## src/rtl/shift_74hc165.sv

```systemverilog
// Reader for a chain of 74HC165 PISO registers: parallel-load, shift in MSB-first, strobe the word.
// Define SHIFT_74HC165_AUTOSCAN_EN for continuous back-to-back frames started automatically after reset.
module shift_74hc165 #(
    parameter int CHAIN = 1
) (
    input  logic               clk,
    input  logic               rst,
    input  logic               ce,
    input  logic               start,
    input  logic               q7,
    output logic               pl_n,
    output logic               cp,
    output logic [8*CHAIN-1:0] data_out,
    output logic               valid,
    output logic               busy
);

    localparam int BITS = 8 * CHAIN;
    localparam int CW   = $clog2(BITS + 1);

    typedef enum logic [1:0] {
        IDLE,
        LOAD,
        SAMPLE,
        HIGH
    } state_t;

    state_t          state, state_nx;
    logic [CW-1:0]   count, count_nx;
    logic [BITS-1:0] shreg, shreg_nx;
    logic [BITS-1:0] data_nx;
    logic            pending, pending_nx;
    logic            pl_n_nx, cp_nx, valid_nx, busy_nx;

    always_ff @(posedge clk) begin
        if (rst) begin
            state    <= IDLE;
            count    <= '0;
            shreg    <= '0;
            data_out <= '0;
            pending  <= 1'b0;
            pl_n     <= 1'b1;
            cp       <= 1'b0;
            valid    <= 1'b0;
            busy     <= 1'b0;
        end else begin
            state    <= state_nx;
            count    <= count_nx;
            shreg    <= shreg_nx;
            data_out <= data_nx;
            pending  <= pending_nx;
            pl_n     <= pl_n_nx;
            cp       <= cp_nx;
            valid    <= valid_nx;
            busy     <= busy_nx;
        end
    end

    always_comb begin
        state_nx   = state;
        count_nx   = count;
        shreg_nx   = shreg;
        data_nx    = data_out;
        pending_nx = pending;
        pl_n_nx    = pl_n;
        cp_nx      = cp;
        valid_nx   = 1'b0;
        busy_nx    = busy;

        // Request capture runs every clk; the pin sequencer below only advances on ce.
`ifdef SHIFT_74HC165_AUTOSCAN_EN
        if (state == IDLE && !pending) begin
            pending_nx = 1'b1;
            busy_nx    = 1'b1;
        end
`else
        if (start && state == IDLE && !pending) begin
            pending_nx = 1'b1;
            busy_nx    = 1'b1;
        end
`endif

        if (ce) begin
            case (state)
                IDLE: begin
                    if (pending) begin
                        state_nx   = LOAD;
                        pl_n_nx    = 1'b0;
                        pending_nx = 1'b0;
                        count_nx   = '0;
                    end
                end
                LOAD: begin
                    state_nx = SAMPLE;
                    pl_n_nx  = 1'b1;
                end
                SAMPLE: begin
                    // q7 is taken before the rising cp edge shifts the chain.
                    shreg_nx = {shreg[BITS-2:0], q7};
                    count_nx = count + CW'(1);
                    cp_nx    = 1'b1;
                    state_nx = HIGH;
                end
                HIGH: begin
                    cp_nx = 1'b0;
                    if (count == CW'(BITS)) begin
                        data_nx  = shreg;
                        valid_nx = 1'b1;
`ifdef SHIFT_74HC165_AUTOSCAN_EN
                        state_nx = LOAD;
                        pl_n_nx  = 1'b0;
                        count_nx = '0;
`else
                        state_nx = IDLE;
                        busy_nx  = 1'b0;
`endif
                    end else begin
                        state_nx = SAMPLE;
                    end
                end
                default: state_nx = IDLE;
            endcase
        end
    end

endmodule

```

## config.mk

```make
export PLATFORM = sky130hd
export DESIGN_NAME = shift_74hc165
export DESIGN_NICKNAME = d
export VERILOG_FILES = /design/src/rtl/shift_74hc165.sv
export SDC_FILE = /design/constraint.sdc
export NUM_CORES = 1
export LEC_CHECK = 0
export BUFFER_PORTS_ARGS = -buffer_cell sky130_fd_sc_hd__buf_2
export CORE_AREA = 4 4 53 55
export DETAILED_ROUTE_END_ITERATION = 12
export DIE_AREA = 0 0 57 59
export PLACE_DENSITY = 0.72
export SYNTH_ARGS = -nofsm -noshare
export SYNTH_HDL_FRONTEND = slang
export SYNTH_SLANG_ARGS = --single-unit
```

## constraint.sdc

```tcl
create_clock -name clk -period 1.45 [get_ports clk]
set_clock_uncertainty 0.1 [all_clocks]
set_input_delay 0.145 -clock clk [delete_from_list [all_inputs] [get_ports clk]]
set_output_delay 0.145 -clock clk [all_outputs]
set_load 0.005 [all_outputs]
```

After elaboration in Yosys (flattened, before gate mapping). Cells that the tools add are included.

Bits in registers: 27. Output and inout bits: 12. Logic and storage cells: 48.

Add/sub/neg operators: 1. Equal/unequal tests: 5. Multiplexer cells: 17. Bitwise gates (word level): 2. Reduce and logical (&&, ||, !) cells: 14.

Operators with widths (count): $mux W1 (10); $reduce_and A3 Y1 (3); $pmux W2 S4 (1); $pmux W4 S2 (1); $reduce_and A2 Y1 (3); $reduce_bool A2 Y1 (3); $add A4 B1 Y4 const B (1); $eq A2 B2 Y1 const B (2); $eq A4 B4 Y1 const B (1); $mux W2 (2); $mux W4 (1); $pmux W1 S2 (2); $reduce_or A3 Y1 (1); $eq A2 B1 Y1 const B (1); $logic_and A1 B1 Y1 (2); $logic_not A2 Y1 (1); $ne A2 B2 Y1 const B (1); $not A1 Y1 (2); $logic_not A1 Y1 (1).

Logic depth before layout (Yosys ltp). Gate-level depths: netlist of run 1.

Depth after elaboration: 7. Depth in mapped cells: 5. Depth with buffers taken out: 5.

Worst setup path after synthesis of run 1. OpenSTA, ideal clock, no wires.

Kind: flip-flop to flip-flop. Start: register state[0]. End: register count[3]. Library setup time: 0.070 ns. Arrival: 1.163 ns. Setup slack: 0.117 ns. Stages on the path, launching flop included: 5. Buffers on the path: 1. Clock period less this slack: 1.333 ns. Path through: dfxtp_1 -> buf_6 -> nand2b_4 -> or4_1 -> a21oi_1.

Cells in the longest elaborated chain, start to end: 3.

Ends and longest elaborated chain: from (decl) (RTL line 28) `state_t state, state_nx;`; from (signal assigned) (RTL line 47) `state <= state_nx;`; $eq A2 B2 Y1 / $logic_not A2 Y1 (equally long branches) (RTL line 84) `case (state)`; $reduce_bool A2 Y1 (no source line) / $ne A2 B2 Y1 (equally long branches); $reduce_and A3 Y1 (no source line); to (signal assigned) (RTL line 48) `count <= count_nx;`; to (decl) (RTL line 29) `logic [CW-1:0] count, count_nx;`.

Several ways; a longest one is shown, not always the timed one. A chain may end at the register's enable or synchronous reset.

Worst setup path after layout of run 1.
Start: register count[0]. End: register data_out[1].

Cells in the longest elaborated chain, start to end: 2.

Ends and longest elaborated chain: $eq A4 B4 Y1 (RTL line 106) `if (count == CW'(BITS)) begin`; $reduce_and A3 Y1 (no source line); to (signal assigned) (RTL line 50) `data_out <= data_nx;`; to (decl) (RTL line 13) `output logic [8*CHAIN-1:0] data_out,`.

No other way between the ends.

==> reports/results.ini, run 1 <==
[outcome]
run_status=finished with violations
violations=negative setup slack

[power]
power_density_nw_per_um2=885
leakage_nw=0.469
peakVddDrop_mv=0.444

[placed_design]
portBuffers=16
hpwl_mm=1.40
place.gp.congestion=0.770
dp_cells=164

[timing]
rsz0062_at_grt=true
maxSlewViolCount=0
finalCritPeriodShare_pct=101
finalSetupViolations=3
tightest_slew_ps=455
fin_ws_ps=-20.5
finalHoldViolCount=0
max_slew_margin_pct=69.6
min_period_ps=1470
fmax_mhz=680

[routing]
wire_per_inst_um=12.6
routed_wl_mm=2.15
vias_per_cell=5.08
ant_nets=0
vias=869
drtIter0Drc=26
drc=0
drt_first_pass_iters=4

[layout]
layout_commonest_cell=dfxtp_1
n_antenna_cell=0
final_cells=171
layout-drive-gt1-share_pct=24.8
layout_common_cells=23 x dfxtp_1, 18 x nand2_1, 16 x nand2b_1, 16 x buf_2, 13 x a21oi_1
fill_cells=241
layout.nets=149
fin_util_pct=55.6
synthToLayoutAreaGrowth_pct=17.6

[global_routing]
grt_util_all_layers_pct=14.3
grt_pass1_vias=846
grt_overflow=0
antenna_found_initial=0
grt_first_pass_wirelength_mm=3.71
grt_max_degree=34

[cts]
clock-root-buffer=clkbuf_4
clkSlewWorstSetupHoldPaths_ps=150
tritoncts=built
cts_buffers=3
clock-sinks=27
clockBufferDepth=2
cts_htree_levels=1
worstSkewPairLatency_ps=330

[synth]
yosysTopAreaCell=dfxtp_1
ys_ff_latch=27
ys_seq_area_share_pct=47.9
synth_area_leaders=dfxtp_1 48%, nand2b_1 8.9%, mux2i_1 7.1%
ys_warn_count=0
synth_nets=131
yosysUniqueCellTypes=27
synth_area_um2=1130
syn_area_per_cell_um2=9.09
postSynthCellCount=124
yosysTopAreaCellShare_pct=47.9

[run]
drv_cap=0

[floorplanning]
rows=18
initial_core_util_pct=47.2
core_um2=2390
die_h_um=59
die_w_um=57
die_area_um2=3360
io_pins=17

[worst_setup_path]
critPathCaptureType=flip-flop
worst_ep_arrival_time_ps=1630
critPathMaxFanout=5
cp-start-kind=flip-flop
crit_type=flip-flop to flip-flop
crit_required_ps=1610

[hold_path]
hp-class=input pin to flip-flop

[what timing repair did]
item	CTS	global route
hold endpoints to repair	1	0
gates resized for setup	0	12
setup endpoints to repair	0	12
buffers inserted	0	1
hold buffers	1	0
[stage by stage]
step	setup TNS, ps	area (um2)	hold WS [ps]	power (W)	setup WS [ps]
after floorplan	0	1130	181	0.000843	117
after global placement	0	1230	296	0.000858	97.9
after global routing	-607	1330	109	0.00121	-85.2
final	-40.7	1330	91.9	0.00117	-20.5
after detailed placement	0	1230	301	0.000860	54.5
after CTS	0	1260	94.4	0.00118	19.9
[area by class of cell]
| cell class | count | area [um2] | area share [%] |
|---|---|---|---|
| clock buffer | 3 | 22.5 | 1.70 |
| clock inverter | 1 | 5.00 | 0.377 |
| inverter | 4 | 17.5 | 1.32 |
| timing repair buffer | 20 | 143 | 10.8 |
| multi-input combinational | 86 | 551 | 41.5 |
| tap | 30 | 37.5 | 2.83 |
| sequential | 27 | 551 | 41.5 |
[worst max-delay path: stages, from the launching register on]
cell and delay (ps):
dfxtp_4 390, inv_4 60, ha_4 100, nand4b_1 170
nor2_4 220, clkbuf_16 180, mux2i_1 180
[Yosys cell counts (all sizes together)]
| master | count |
|---|---|
| o21bai | 1 |
| and3b | 1 |
| buf | 4 |
| nor3 | 3 |
| o21ai | 1 |
| a21oi | 14 |
| mux2i | 8 |
| o31ai | 2 |
| nand3b | 2 |
| nand4b | 1 |
| or4 | 2 |
| nand2 | 18 |
| nand3 | 1 |
| dfxtp | 27 |
| inv | 4 |
| clkbuf | 3 |
| o21ba | 1 |
| nor2 | 7 |
| a221o | 1 |
| nor3b | 1 |
| ha | 2 |
| nor2b | 2 |
| a211oi | 1 |
| nand2b | 17 |
[routing by layer]
metal	track usage (%)	part of all wire, %	up-vias
li1	-	-	447
met1	16.4	48	405
met2	25.0	46	15
met3	3.49	4.4	2
met4	6.95	1.1	0
met5	0	0	-
[path summary, 6_finish.rpt]
kind / from / end / slack [ps] / cells past startpoint
worst min register to register: shreg[7]$_SDFFE_PP0P_ / shreg[7]$_SDFFE_PP0P_ / 370 / 2
worst max register to register: count[0]$_SDFFE_PP0P_ / data_out[1]$_SDFFE_PP0P_ / -20 / 6
worst min-delay path: ce / state[1]$_SDFFE_PP0P_ / 90 / 3
worst max-delay path: count[0]$_SDFFE_PP0P_ / data_out[1]$_SDFFE_PP0P_ / -20 / 6
[power breakdown]
group / internal (W) / switching (W)
Combinational: 0.0000368 / 0.0000443
Sequential: 0.000753 / 0.0000129
Clock: 0.000104 / 0.000223
Total: 0.000894 / 0.000280
[registers in the layout, summed over array words and instances, names as in the netlist]
name      flops
data_out      8
state         2
busy          1
cp            1
count         4
shreg         8
pending       1
valid         1
pl_n          1
[cells by family after synthesis]
group	share of synthesized area (%)
AND/OR/NAND/NOR	27.0
adder cells (fa/ha/maj)	2.22
flip-flops	47.9
AO/OA/AOI/OAI	11.1
multiplexers	7.10
buffers and inverters	4.66
Power figures use the tool's default switching activity.
==> run 2, diff against run 1 <==
--- a/config.mk
+++ b/config.mk
@@ -6,10 +6,10 @@
 export NUM_CORES = 1
 export LEC_CHECK = 0
 export BUFFER_PORTS_ARGS = -buffer_cell sky130_fd_sc_hd__buf_2
-export CORE_AREA = 4 4 53 55
+export CORE_AREA = 4 4 51 53
 export DETAILED_ROUTE_END_ITERATION = 12
-export DIE_AREA = 0 0 57 59
-export PLACE_DENSITY = 0.72
+export DIE_AREA = 0 0 55 57
+export PLACE_DENSITY = 0.74
 export SYNTH_ARGS = -nofsm -noshare
 export SYNTH_HDL_FRONTEND = slang
 export SYNTH_SLANG_ARGS = --single-unit
==> constraint.sdc (replaced) <==
create_clock -name clk -period 1.5 [get_ports clk]
set_clock_uncertainty 0.1 [all_clocks]
set_input_delay 0.15 -clock clk [delete_from_list [all_inputs] [get_ports clk]]
set_output_delay 0.15 -clock clk [all_outputs]
set_load 0.005 [all_outputs]
==> run 2 against run 1 <==
The run now ends clean; sequential power fell by 3.1%; sequential share of layout area rose by 1.4 points; via count rose by 0.12%; worst hold slack improved by 21 ps; total power fell by 4.1%; non-clock buffer count fell by 1; utilization rose by 3.2 points; sequential cell count did not move; die area fell by 6.8%; clock power fell by 6%; largest cell class unchanged; largest power group unchanged; highest routed layer unchanged.
==> reports/results.ini, run 2 (same netlist as run 1, synthesis figures left out) <==
[worst_setup_path]
critPathCaptureType=flip-flop
crit_type=flip-flop to flip-flop
slowest_delay_ps=490
cp-start-kind=flip-flop
cp_cell_sequence=ha_1, inv_1, or4_1, a21oi_1
cp_top_family=simple AND/OR/NAND/NOR gates
critPathMaxFanout=4
crit_required_ps=1660
worst_ep_arrival_time_ps=1570
cp_slowest_cell=or4_1
critPathBufInv=1

[timing]
fmax_mhz=709
max_slew_margin_pct=69.0
finalHoldViolCount=0
tightest_slew_ps=466
setup_tns_ps=0
maxSlewViolCount=0
min_period_ps=1410
rsz0062_at_grt=false
finalSetupViolations=0
finalCritPeriodShare_pct=94.1

[placed_design]
portBuffers=16
place.gp.congestion=0.719
hpwl_mm=1.33

[cts]
cts_htree_levels=1
worstSkewPairLatency_ps=320
clock-root-buffer=clkbuf_4
clkSlewWorstSetupHoldPaths_ps=140
clockBufferDepth=2
clock-sinks=27
cts_buffers=3
tritoncts=built

[floorplanning]
initial_core_util_pct=52.5
rows=17
io_pins=17
core_um2=2150
die_area_um2=3140
die_w_um=55
die_h_um=57

[layout]
layout_commonest_cell=dfxtp_1
layout_common_cells=26 x dfxtp_1, 18 x nand2_1, 16 x nand2b_1, 16 x buf_2, 14 x a21oi_1
layout-drive-gt1-share_pct=19.3
top_regs=data_out: 8 flops, shreg: 8 flops, count: 4 flops
layout.nets=148
n_antenna_cell=0
synthToLayoutAreaGrowth_pct=12.0

[routing]
vias_per_cell=5.18
wire_per_inst_um=11.7
drt_first_pass_iters=4
routed_wl_mm=1.96
drc=0
ant_nets=0
vias=870
drtIter0Drc=22

[power]
leakage_nw=0.452
peakVddDrop_mv=0.429
power_density_nw_per_um2=891
finalPower_w=0.00112

[global_routing]
grt_max_degree=34
grt_first_pass_wirelength_mm=3.37
grt_util_all_layers_pct=14.1
antenna_found_initial=0
grt_pass1_vias=801
grt_overflow=0

[run]
drv_cap=0

[outcome]
run_status=finished clean

[hold_path]
hp-class=input pin to flip-flop

==> run 2: stage by stage <==
| stage | instances | util (%) | area [um2] | hold WS [ps] | setup WS [ps] |
|---|---|---|---|---|---|
| 2_1_floorplan | 124 | - | 1130 | 186 | 167 |
| 3_3_place_gp | 161 | 56.1 | 1200 | 293 | 117 |
| 3_5_place_dp | 161 | 56.1 | 1200 | 298 | 6.50 |
| 4_1_cts | 168 | 58.5 | 1260 | 105 | 70.0 |
| 5_1_grt | 168 | 58.8 | 1260 | 110 | 17.0 |
| 6_report | 168 | 58.8 | 1260 | 113 | 88.8 |
==> run 2: report_power, final <==
group | internal (W) | switching [W]
Combinational | 0.0000343 | 0.0000417
Sequential | 0.000730 | 0.0000121
Clock | 0.0000997 | 0.000207
==> run 2: routing by layer <==
layer	vias to the layer above	global-route usage, %	routed length [um]
met4	0	5.90	21
met1	412	19.8	987
li1	446	-	-
met2	10	20.4	875
met3	2	3.39	80
met5	-	0	0
==> run 2: layout make-up <==
type | instances | area (um2)
clock buffers | 3 | 22.5
clock inverters | 1 | 5.00
fillers | 191 | 886
inverters | 4 | 15.0
multi-input cells | 86 | 534
flip-flops and latches | 27 | 542
well taps | 28 | 35.0
repair buffers | 19 | 109
==> run 2: what timing repair did <==
action / CTS / global route
endpoints found under the setup margin: 2 / 8
setup buffers: 2 / 0
pin swaps: 1 / 1
hold buffers: 1 / 0
hold endpoints to repair: 1 / 0
resized for setup: 0 / 2
==> run 2: worst paths after layout <==
| path | startpoint | to | slack [ps] | depth (start not counted) |
|---|---|---|---|---|
| max reg2reg | count[1]$_SDFFE_PP0P_ | count[2]$_SDFFE_PP0P_ | 90 | 4 |
| min reg2reg | shreg[7]$_SDFFE_PP0P_ | shreg[7]$_SDFFE_PP0P_ | 380 | 2 |
| min | start | pending$_SDFF_PP0_ | 110 | 4 |
| max | count[1]$_SDFFE_PP0P_ | count[2]$_SDFFE_PP0P_ | 90 | 4 |
==> run 2: worst reg2reg max path, cell delays in order (launching register included) <==
cell and delay (ps):
dfxtp_1 400, ha_1 160, inv_1 50, or4_1 490
a21oi_1 150
==> run 3, diff against run 2 <==
--- a/config.mk
+++ b/config.mk
@@ -9,7 +9,9 @@
 export CORE_AREA = 4 4 51 53
 export DETAILED_ROUTE_END_ITERATION = 12
 export DIE_AREA = 0 0 55 57
-export PLACE_DENSITY = 0.74
+export HOLD_SLACK_MARGIN = 0.03
+export PLACE_DENSITY = 0.8
+export REMOVE_ABC_BUFFERS = 1
 export SYNTH_ARGS = -nofsm -noshare
 export SYNTH_HDL_FRONTEND = slang
 export SYNTH_SLANG_ARGS = --single-unit
==> run 3 against run 2 <==
Clock-buffer cell count did not move; total power increased by 1.1%; clock power increased by 4%; cell area increased by 1.3%; via count down 2.1%; routed wire length shrank 0.97%; utilization grew 0.76 points; worst hold slack worse by 13 ps; largest cell class unchanged.
==> reports/results.ini, run 3 (same netlist as run 1, synthesis figures left out) <==
[layout]
regArea_um2=547
fin_util_pct=59.5
n_antenna_cell=0
layout-drive-gt1-share_pct=20.7
synthToLayoutAreaGrowth_pct=13.4
top_regs=data_out: 8 flops, shreg: 8 flops, count: 4 flops
layout.nets=148
final_area_um2=1280
fill_cells=197
layout_commonest_cell=dfxtp_1
layout_common_cells=24 x dfxtp_1, 18 x nand2_1, 16 x nand2b_1, 16 x buf_2, 14 x a21oi_1
multiInputGateArea_um2=534

[timing]
maxSlewViolCount=0
finalHoldViolCount=0
tightest_slew_ps=452
finalSetupViolations=0
fmax_mhz=710
finalCritPeriodShare_pct=93.9
max_slew_margin_pct=69.8
min_period_ps=1410

[worst_setup_path]
worst_ep_arrival_time_ps=1570
critPathBufInv=2
crit_required_ps=1670
cp_slowest_cell=dfxtp_4
critPathMaxFanout=9
crit_type=flip-flop to flip-flop
cp_top_family=flip-flops
cp_cell_sequence=inv_1, ha_1, nand4b_1, nor2_4, buf_12, mux2i_1
cp-start-kind=flip-flop
critPathCaptureType=flip-flop
slowest_delay_ps=380

[global_routing]
grt_overflow=0
grt_max_degree=34
grt_first_pass_wirelength_mm=3.33
antenna_found_initial=0
grt_pass1_vias=781
grt_util_all_layers_pct=14.3

[hold_path]
hp-class=input pin to flip-flop

[floorplanning]
initial_core_util_pct=52.5
die_w_um=55
die_area_um2=3140
core_um2=2150
die_h_um=57
io_pins=17
rows=17

[run]
drv_cap=0

[placed_design]
place.gp.congestion=0.703
hpwl_mm=1.39
dpl_cell_area_um2=1210
portBuffers=16

[cts]
clock-root-buffer=clkbuf_4
worstSkewPairLatency_ps=320
cts_htree_levels=1
clkSlewWorstSetupHoldPaths_ps=150
cts_buffers=3
clock-sinks=27
tritoncts=built
clockBufferDepth=2

[routing]
drtIter0Drc=12
wire_per_inst_um=11.6
drt_first_pass_iters=4
vias_per_cell=5.07
routed_wl_mm=1.94
drc=0
ant_nets=0
vias=852

[power]
finalPower_w=0.00114
p_clk_share_pct=28.0
switching_share_pct=23.8
leakage_nw=0.451
power_density_nw_per_um2=889
p_seq_share_pct=65.0
power_switching_w=0.000270
p_comb_share_pct=7.0
p_int_w=0.000867
peakVddDrop_mv=0.440

[outcome]
run_status=finished clean

## run 3: through the flow
step	worst slack, ps	hold WS (ps)	setup TNS [ps]	cells
after floorplan	172	119	0	117
after global placement	119	296	0	162
after detailed placement	53.6	297	0	162
after CTS	24.0	95.6	0	167
after global routing	-9.21	90.8	-11.8	168
final	92.0	99.5	0	168
## run 3: area by class of cell
cell class,instances,share of cell area (%)
flip-flops and latches,27,42.8
inverters,4,1.17
clock buffers,3,1.76
multi-input cells,86,41.8
repair buffers,19,9.20
clock inverters,1,0.587
well taps,28,2.74
## run 3: worst paths after layout
kind | start | end | slack, ps | cells past startpoint
max | count[0]$_SDFFE_PP0P_ | data_out[2]$_SDFFE_PP0P_ | 90 | 6
min | start | pending$_SDFF_PP0_ | 100 | 4
max reg2reg | count[0]$_SDFFE_PP0P_ | data_out[2]$_SDFFE_PP0P_ | 90 | 6
min reg2reg | shreg[7]$_SDFFE_PP0P_ | shreg[7]$_SDFFE_PP0P_ | 370 | 2
## run 3: what timing repair did
| item | in CTS | in global routing |
|---|---|---|
| hold endpoints to repair | 1 | 0 |
| setup endpoints to repair | 0 | 12 |
| buffers inserted | 0 | 1 |
| resized for setup | 0 | 4 |
| hold buffers | 1 | 0 |
## run 3: metal layers
layer	share of wire, %	wire length (um)	track usage (%)
met5	0	0	0
met4	0	0	8.33
met3	3.4	66	2.35
met2	51	1000	24.0
met1	45	876	16.5
## run 3: worst reg2reg max path, stage by stage, from the launching register on
cell      delay [ps]
dfxtp_4          380
inv_1             60
ha_1             140
nand4b_1         170
nor2_4           190
buf_12           150
mux2i_1          170
## run 3: power groups by stage
stage | clock network, W | registers [W] | logic (W)
2_1_floorplan | 0 | 0.000755 | 0.0000433
3_3_place_gp | 0 | 0.000755 | 0.0000758
3_5_place_dp | 0 | 0.000756 | 0.0000782
4_1_cts | 0.000330 | 0.000740 | 0.0000800
5_1_grt | 0.000372 | 0.000742 | 0.0000894
6_report | 0.000319 | 0.000739 | 0.0000795
